$ cat config.mk
export PLATFORM = sky130hd
export DESIGN_NAME = fp_add_sched
export DESIGN_NICKNAME = d
export VERILOG_FILES = /design/src/rtl/fp_pkg.sv /design/src/rtl/fp_add_sched_rr_arbiter.sv /design/src/rtl/fp_add_sched.sv
export SDC_FILE = /design/constraint.sdc
export NUM_CORES = 1
export LEC_CHECK = 0
export CAP_MARGIN = 15
export CORE_AREA = 4 4 157 159
export DETAILED_ROUTE_END_ITERATION = 16
export DIE_AREA = 0 0 161 163
export PLACE_DENSITY = 0.73
export SYNTH_ARGS = -nofsm -noshare
export SYNTH_HDL_FRONTEND = slang
export SYNTH_SLANG_ARGS = --single-unit
export TNS_END_PERCENT = 10
$ cat constraint.sdc
create_clock -name clk -period 4.8 [get_ports clk]
set_clock_uncertainty 0.1 [all_clocks]
set_input_delay 0.48 -clock clk [delete_from_list [all_inputs] [get_ports clk]]
set_output_delay 0.48 -clock clk [all_outputs]
set_load 0.02 [all_outputs]
$ cat src/rtl/fp_pkg.sv
// Shared single-precision field constants, zero test and scheduler state encoding.
package fp_pkg;

   localparam int unsigned FP_W  = 32;
   localparam int unsigned EXP_W = 8;
   localparam int unsigned MAN_W = 23;

   localparam int unsigned SIGN_POS = FP_W - 1;
   localparam int unsigned EXP_MSB  = FP_W - 2;
   localparam int unsigned EXP_LSB  = MAN_W;
   localparam int unsigned MAN_MSB  = MAN_W - 1;

   typedef enum logic [1:0] {
      S_IDLE    = 2'd0,
      S_ISSUE   = 2'd1,
      S_CAPTURE = 2'd2,
      S_RESP    = 2'd3
   } sched_state_t;

   // Signed zero: exponent and mantissa both clear, sign ignored.
   function automatic logic fp_is_zero(input logic [FP_W-1:0] x);
      return x[EXP_MSB:0] == '0;
   endfunction

endpackage

$ cat src/rtl/fp_add_sched_rr_arbiter.sv
// Combinational round-robin arbiter: first set request at or above i_ptr, wrapping modulo N.
module rr_arbiter #(
   parameter int unsigned N  = 4,
   parameter int unsigned IW = $clog2(N)
) (
   input  logic [N-1:0]  i_req,
   input  logic [IW-1:0] i_ptr,
   output logic [N-1:0]  o_grant,
   output logic [IW-1:0] o_idx,
   output logic          o_any
);

   always_comb begin : arb_search
      int unsigned j;
      j       = 0;
      o_grant = '0;
      o_idx   = '0;
      o_any   = 1'b0;
      for (int unsigned k = 0; k < N; k++) begin
         j = (32'(i_ptr) + k) % N;
         if (!o_any && i_req[j]) begin
            o_any      = 1'b1;
            o_grant[j] = 1'b1;
            o_idx      = IW'(j);
         end
      end
   end

endmodule

$ cat src/rtl/fp_add_sched.sv
// Round-robin scheduler sharing one external combinational fp adder; zero operands bypass it.
// Define FP_ADD_SCHED_STATS_EN to add stat_ops / stat_bypass / stat_stall counters.
module fp_add_sched
   import fp_pkg::*;
#(
   parameter int unsigned NUM_REQ = 4,
   parameter int unsigned ID_W    = $clog2(NUM_REQ)
) (
   input  logic                    clk,
   input  logic                    rst,
   input  logic [NUM_REQ-1:0]      req_valid,
   output logic [NUM_REQ-1:0]      req_ready,
   input  logic [NUM_REQ*FP_W-1:0] req_a,
   input  logic [NUM_REQ*FP_W-1:0] req_b,
   input  logic [NUM_REQ-1:0]      req_sub,
   output logic [FP_W-1:0]         add_a,
   output logic [FP_W-1:0]         add_b,
   input  logic [FP_W-1:0]         add_sum,
   output logic                    rsp_valid,
   input  logic                    rsp_ready,
   output logic [ID_W-1:0]         rsp_id,
   output logic [FP_W-1:0]         rsp_sum,
   output logic                    busy
`ifdef FP_ADD_SCHED_STATS_EN
   ,
   output logic [31:0]             stat_ops,
   output logic [31:0]             stat_bypass,
   output logic [31:0]             stat_stall
`endif
);

   sched_state_t    r_state;
   logic [ID_W-1:0] r_ptr;
   logic [ID_W-1:0] r_tag;
   logic            r_zero_flag;
   logic [FP_W-1:0] r_bypass;

   logic [NUM_REQ-1:0] w_grant;
   logic [ID_W-1:0]    w_idx;
   logic               w_any;
   logic               w_arb_en;
   logic               w_fire;
   logic [FP_W-1:0]    w_a;
   logic [FP_W-1:0]    w_b;
   logic [ID_W-1:0]    w_next_ptr;

   rr_arbiter #(.N(NUM_REQ), .IW(ID_W)) u_arb (
      .i_req   (req_valid),
      .i_ptr   (r_ptr),
      .o_grant (w_grant),
      .o_idx   (w_idx),
      .o_any   (w_any)
   );

   assign w_arb_en   = !rst && ((r_state == S_IDLE) || (r_state == S_RESP && rsp_ready));
   assign req_ready  = w_arb_en ? w_grant : '0;
   assign w_fire     = w_arb_en && w_any;
   assign w_a        = req_a[FP_W*w_idx +: FP_W];
   assign w_b        = req_b[FP_W*w_idx +: FP_W] ^ {req_sub[w_idx], {(FP_W-1){1'b0}}};
   assign w_next_ptr = (32'(w_idx) == NUM_REQ - 1) ? '0 : w_idx + ID_W'(1);
   assign busy       = (r_state != S_IDLE);

   always_ff @(posedge clk) begin
      if (rst) begin
         r_state     <= S_IDLE;
         r_ptr       <= '0;
         r_tag       <= '0;
         r_zero_flag <= 1'b0;
         r_bypass    <= '0;
         add_a       <= '0;
         add_b       <= '0;
         rsp_valid   <= 1'b0;
         rsp_id      <= '0;
         rsp_sum     <= '0;
      end else begin
         case (r_state)
            S_IDLE:    r_state <= S_IDLE;
            S_ISSUE:   r_state <= S_CAPTURE;
            S_CAPTURE: begin
               rsp_sum   <= r_zero_flag ? r_bypass : add_sum;
               rsp_id    <= r_tag;
               rsp_valid <= 1'b1;
               r_state   <= S_RESP;
            end
            S_RESP: begin
               if (rsp_ready) begin
                  rsp_valid <= 1'b0;
                  r_state   <= S_IDLE;
               end
            end
            default:   r_state <= S_IDLE;
         endcase
         // A grant (IDLE, or RESP with rsp_ready) overrides the state chosen above.
         if (w_fire) begin
            add_a       <= w_a;
            add_b       <= w_b;
            r_tag       <= w_idx;
            r_ptr       <= w_next_ptr;
            r_zero_flag <= fp_is_zero(w_a) || fp_is_zero(w_b);
            r_bypass    <= fp_is_zero(w_b) ? w_a : w_b;
            r_state     <= S_ISSUE;
         end
      end
   end

`ifdef FP_ADD_SCHED_STATS_EN
   always_ff @(posedge clk) begin
      if (rst) begin
         stat_ops    <= '0;
         stat_bypass <= '0;
         stat_stall  <= '0;
      end else begin
         if (rsp_valid && rsp_ready)
            stat_ops <= stat_ops + 32'd1;
         if (r_state == S_CAPTURE && r_zero_flag)
            stat_bypass <= stat_bypass + 32'd1;
         if (rsp_valid && !rsp_ready && stat_stall != '1)
            stat_stall <= stat_stall + 32'd1;
      end
   end
`endif

endmodule

==> flow_metrics.tcl <==
set metrics [dict create \
    status "complete, no violations" \
    worstPathMaxFanout 15 \
    synth_nets 1131 \
    post_drt_via_cell_ratio 5.370 \
    ys_seq_area_frac 0.3526 \
    synth-compound-area-share 0.1607 \
    netlist_instances 822 \
    synthAdderAreaFrac 0.01597 \
    endpoint_kind "register" \
    grt_use_total 0.2580 \
    synth_commonest_cells "dfxtp_1, nand2_1, mux2i_1, nor2_1" \
    synthSimpleGateAreaFrac 0.1600 \
    start_util 0.3368 \
    m1WireLength_um 14240 \
    fillCellCount 2160 \
    async_flop_share 0 \
    synth_area_mm2 0.007835 \
    hold_buffers 0 \
    synth_cell_types 64 \
    drc 0 \
    ys_warn_count 0 \
    top_layer "met5" \
    met3_length_um 2646 \
    min_period_ns 4.359 \
    min_path_cells 2 \
    cts_resized 0 \
    syn_area_per_cell_um2 9.532 \
    post_cts_buffers 0 \
    hold_ws_ns 0.3392 \
    dr.pass1.iters 4 \
    vias 8249 \
    synthMuxAreaShare 0.2498 \
    drive_gt1_frac 0.1156 \
    wl_per_cell_um 22.90 \
    max_slew_margin 0.2717 \
    design.core.area_mm2 0.02326 \
    reg2regPathDepth 12 \
    worstPathRequired_ns 5.02 \
    report.final.hold_viol_count 0 \
    cp-start-kind "register" \
    routed_wl_um 35170 \
    p_per_area_mw_per_mm2 648.1 \
    clkSinkCount 138 \
    dr_wl_met2_um 17070 \
    rsz0062_at_grt "false" \
    path_clk_slew_ns 0.06 \
    synthToLayoutAreaGrowth_pct 62.41 \
    ys.flop_type "dfxtp_1" \
    setup_violations 0 \
    worst_pin_slew_ns 1.092 \
    fin_nets 1507 \
    finalMaxSlewViolations 0 \
    synth_area_leaders "dfxtp_1, mux4_2, mux2i_1" \
    synth_most_common_cell "dfxtp_1" \
    fmax_ghz 0.2294 \
    grt-ovfl-total 0 \
    arrival_ns 4.58 \
    io_pins 403 \
    synth_edf_count 0 \
    grt_start_max_net_pins 55 \
    grt_pass1_wl_um 50810 \
    yosysTopAreaCellShare 0.3526 \
    gp_congestion 0.9192 \
    worstSkewPairLatency_ns 0.43 \
    vdd_drop_max_uv 260.9 \
    synth_xor_xnor_area_share 0.005589 \
    dpl.hpwl_um 28820 \
    die-area_mm2 0.02624 \
    grt_pass1_vias 8221 \
    grt_antenna_before_repair 7 \
    h-tree-depth 4 \
    critical_path_class "register to register" \
    die-height_um 163 \
    die_w_um 161 \
    cts_buffer_depth 2 \
    numCtsBuffers 17 \
    leakage_nw 5.029 \
    tritoncts "yes" \
    finalSetupTns_ns 0 \
    ys_ff_latch 138 \
    cap_violations 0 \
    rows 56 \
    synth_area_leader_cell "dfxtp_1" \
    synth_top_family_by_area "multiplexers" \
    port_buffers 402 \
    drt_iter0_drc 629 \
    hold_class "register to register" \
    fin_crit_sh 0.9082 \
    cts_root_buf "clkbuf_16" \
    ant_nets 0 \
]
[metal layers]
metal  global-route usage  vias to the layer above
li1                     -                     3851
met1               0.3211                     3910
met2               0.4319                      413
met3              0.05872                       73
met4               0.1101                        2
met5                    0                        -
[layout make-up]
class	instances	area (um^2)	area share
diodes	6	15.01	0.001180
clock buffers	18	439.2	0.03451
clock inverters	14	112.6	0.008850
inverters	13	48.80	0.003835
multi-input cells	599	4674	0.3674
flip-flops and latches	138	2764	0.2172
well taps	319	399.1	0.03137
repair buffers	429	4272	0.3357
[logic make-up after synthesis]
| family | after synthesis |
|---|---|
| simple gates | 276 |
| compound gates | 169 |
| mux | 139 |
| flops | 138 |
| buf+inv | 85 |
| fa+ha+maj | 10 |
| xor+xnor | 5 |
[power by group]
part           internal [mW]  total, mW  switching, mW
sequential              1.67       2.12          0.449
combinational           2.31       4.90           2.59
clock                  0.683       1.22          0.539
total                   4.67       8.25           3.58
[state kept, by name (all words and copies together) (netlist names)]
name and count:
r_bypass 32, r_ptr 2, r_zero_flag 1, rsp_sum 32, rsp_valid 1, r_state 2
add_a 32, add_b 32, r_tag 2, rsp_id 2
[stage by stage]
step	power, mW	setup slack, ns	util	instance area (um^2)	cells
finish	8.247	0.4406	0.5470	12720	1536
CTS	8.284	0.4190	0.5464	12710	1530
detailed placement	7.036	0.1515	0.5226	12160	1498
global placement	6.978	0.2250	0.5226	12160	1498
global route	8.707	0.004074	0.5470	12720	1536
floorplan	4.997	0.7673	-	7835	822
[critical path, cell delays in order (launching register included)]
cell,delay [ns]
dfxtp_1,0.32
inv_1,0.11
ha_1,0.41
mux2i_2,0.33
mux2i_1,0.26
a2111oi_2,0.47
o22ai_4,0.21
buf_4,0.25
mux4_2,0.34
nor4_1,0.25
and3_1,0.36
nand2_1,0.41
o311ai_0,0.42
[cell usage in the layout (no fill, tap or decap), types with 5 or more instances in the layout]
cell,netlist,final
inv_6,0,5
a21oi_1,10,10
clkdlybuf4s50_1,0,401
a31oi_1,8,8
o211ai_1,12,12
dfxtp_1,138,137
inv_1,12,12
nor4_1,15,15
ha_1,10,9
buf_4,2,23
diode_2,0,6
a22o_1,28,28
mux4_1,6,6
a21o_1,6,6
mux2i_1,78,78
nand3_1,37,37
a211oi_1,35,35
a31o_2,13,13
and3_1,5,5
or4_1,7,7
o21ai_0,25,25
clkinv_4,0,5
mux4_2,35,35
mux2_2,18,18
nor3_1,11,11
nor2_1,63,62
nand2_1,116,116
a22oi_1,6,6
clkbuf_16,0,17
[path summary, 6_finish.rpt]
check | startpoint | endpoint | slack (ns)
worst max-delay path | r_ptr[0]$_SDFFE_PP0P_ | r_bypass[25]$_SDFFE_PP0P_ | 0.44
worst min-delay path | add_b[11]$_SDFFE_PP0P_ | add_b[11]$_SDFFE_PP0P_ | 0.34
worst max register to register | r_ptr[0]$_SDFFE_PP0P_ | r_bypass[25]$_SDFFE_PP0P_ | 0.44
worst min register to register | add_b[11]$_SDFFE_PP0P_ | add_b[11]$_SDFFE_PP0P_ | 0.34
No activity file was read; power rests on OpenSTA's default activity.
==> variant (same settings) <==
Change the parameter `NUM_REQ` from 4 to 2.
--- a/src/rtl/fp_add_sched.sv
+++ b/src/rtl/fp_add_sched.sv
@@ -3,7 +3,7 @@
 module fp_add_sched
    import fp_pkg::*;
 #(
-   parameter int unsigned NUM_REQ = 4,
+   parameter int unsigned NUM_REQ = 2,
    parameter int unsigned ID_W    = $clog2(NUM_REQ)
 ) (
    input  logic                    clk,
Interface: changed (6 resized); port bits go from 403 to 268. The function was not compared with the original's and may differ.
==> variant against the original RTL <==
- worst setup slack better by 1.1 ns
- synthesized area is 22% lower
- highest routed layer is now met4
- core utilization fell by 14 points
- routed wire length decreased by 27%
- sequential cell count is 3 lower
- cell area decreased by 25%
Power is not compared: it rests on default switching activity, and its combinational part moved more than twofold at a synthesized area within 25%.
==> variant: results (changes against the original RTL) <==
global_route:
  gr-usage-met2_pct: 29.8  # was 43.2%
  met1_usage_pct: 24.8  # was 32.1%
  grt_pass1_vias: 6015  # was 8221
  grt_usage_pct: 19.1  # was 25.8%
  grt_max_degree: 86  # was 55
  overflow: 0  # unchanged
  gr-usage-met3_pct: 6.63  # was 5.87%
  antenna_found_initial: 0  # was 7
  grt_pass1_wl_um: 37400  # was 50800 um
clocking:
  clockBufferDepth: 2  # unchanged
synthesis:
  synth-seq-area-share_pct: 44.1  # was 35.3%
  synth_common_cells: "dfxtp_1, mux2i_1, nand3_1, nand2_1, nor2_1"  # was dfxtp_1, nand2_1, mux2i_1, nor2_1
  synth_cells: 683  # was 822
  synth_nets: 853  # was 1131
  synthTopCellsByArea: "dfxtp_1, mux2i_1, mux2_2, nand3_1, a211oi_1"  # was dfxtp_1, mux4_2, mux2i_1, nand2_1, a211oi_1
  ys_dominant_reg_cell: "dfxtp_1"  # unchanged
placed_design:
  dp.final_hpwl_um: 20000  # was 28800 um
  post_dp_cell_area_sq_um: 9010  # was 12200 sq um
  place_congestion: 0.888  # was 0.919
  dp_slack_ns: 1.52  # was 0.152 ns
  dp_cells: 1219  # was 1498
sta:
  worst_hold_slack_ns: 0.352  # was 0.339 ns
  slew_headroom_pct: 28.0  # was 27.2%
critical_path:
  worstPathArrival_ns: 2.65  # was 4.58 ns
  crit_family: "buffers and inverters"  # was compound AO/OA/AOI/OAI gates
  crit_path_start: "req_valid[0]"  # was r_ptr[0]
  critical_path.max_stage_delay_ns: 0.63  # was 0.47 ns
  rrSetupSlack_ns: 2.26  # was 0.44 ns
  worstPathMaxFanout: 42  # was 15
  crit_path_end: "req_ready[0]"  # was r_bypass[25]
  r2r_end: "add_b[15]"  # was r_bypass[25]
  reg2regPathDepth: 7  # was 12
route:
  met1_length_um: 11500  # was 14200 um
  wl_um: 25700  # was 35200 um
  wl_met3_um: 2060  # was 2650 um
  vias_per_cell: 4.90  # was 5.37
  drt-initial-drc-count: 337  # was 629
  dr.pass1.iters: 6  # was 4
  wl_met2_um: 11600  # was 17100 um
  vias: 6128  # was 8249
pwr:
  vdd.ir_drop.worst_mv: 0.166
worst_hold_path:
  hold_path_depth: 1  # was 2
  min_from: "add_b[25]"  # was add_b[11]
layout:
  drive_above_1_share_pct: 8.49  # was 11.6%
  diodes: 0  # was 6
  fin_nets: 1089  # was 1507
outcome:
  outcome: "completed"  # unchanged
==> variant: changes by cell type after synthesis, moves of 19 or more <==
cell	delta
mux4_2	-35
a31oi_1	+20
a22o_1	-28
nor2_1	-19
nand3_1	+20
a21oi_1	+20
nand2_1	-60
==> variant: area by class of cell <==
cell class              instances  area [sq um]
well taps                     319           399
inverters                       5          18.8
clock inverters                 9           101
repair buffers                277          2740
clock buffers                  22           464
fillers                      2368         13700
multi-input cells             483          3140
flip-flops and latches        135          2700
==> variant: cells by family (layout without fill, tap and decap cells) <==
group | count (synthesis) | in the layout | synth area share (%)
buf+inv | 65 | 313 | 5.07
flops | 135 | 135 | 44.1
mux | 97 | 97 | 16.4
compound gates | 169 | 169 | 16.9
simple gates | 212 | 212 | 16.6
xor+xnor | 2 | 2 | 0.286
fa+ha+maj | 3 | 3 | 0.613
==> variant: where the power goes <==
group	internal [mW]	total [mW]	switching (mW)
clock	0.785	1.28	0.491
combinational	0.694	1.52	0.824
sequential	1.41	1.59	0.180
total	2.89	4.39	1.49
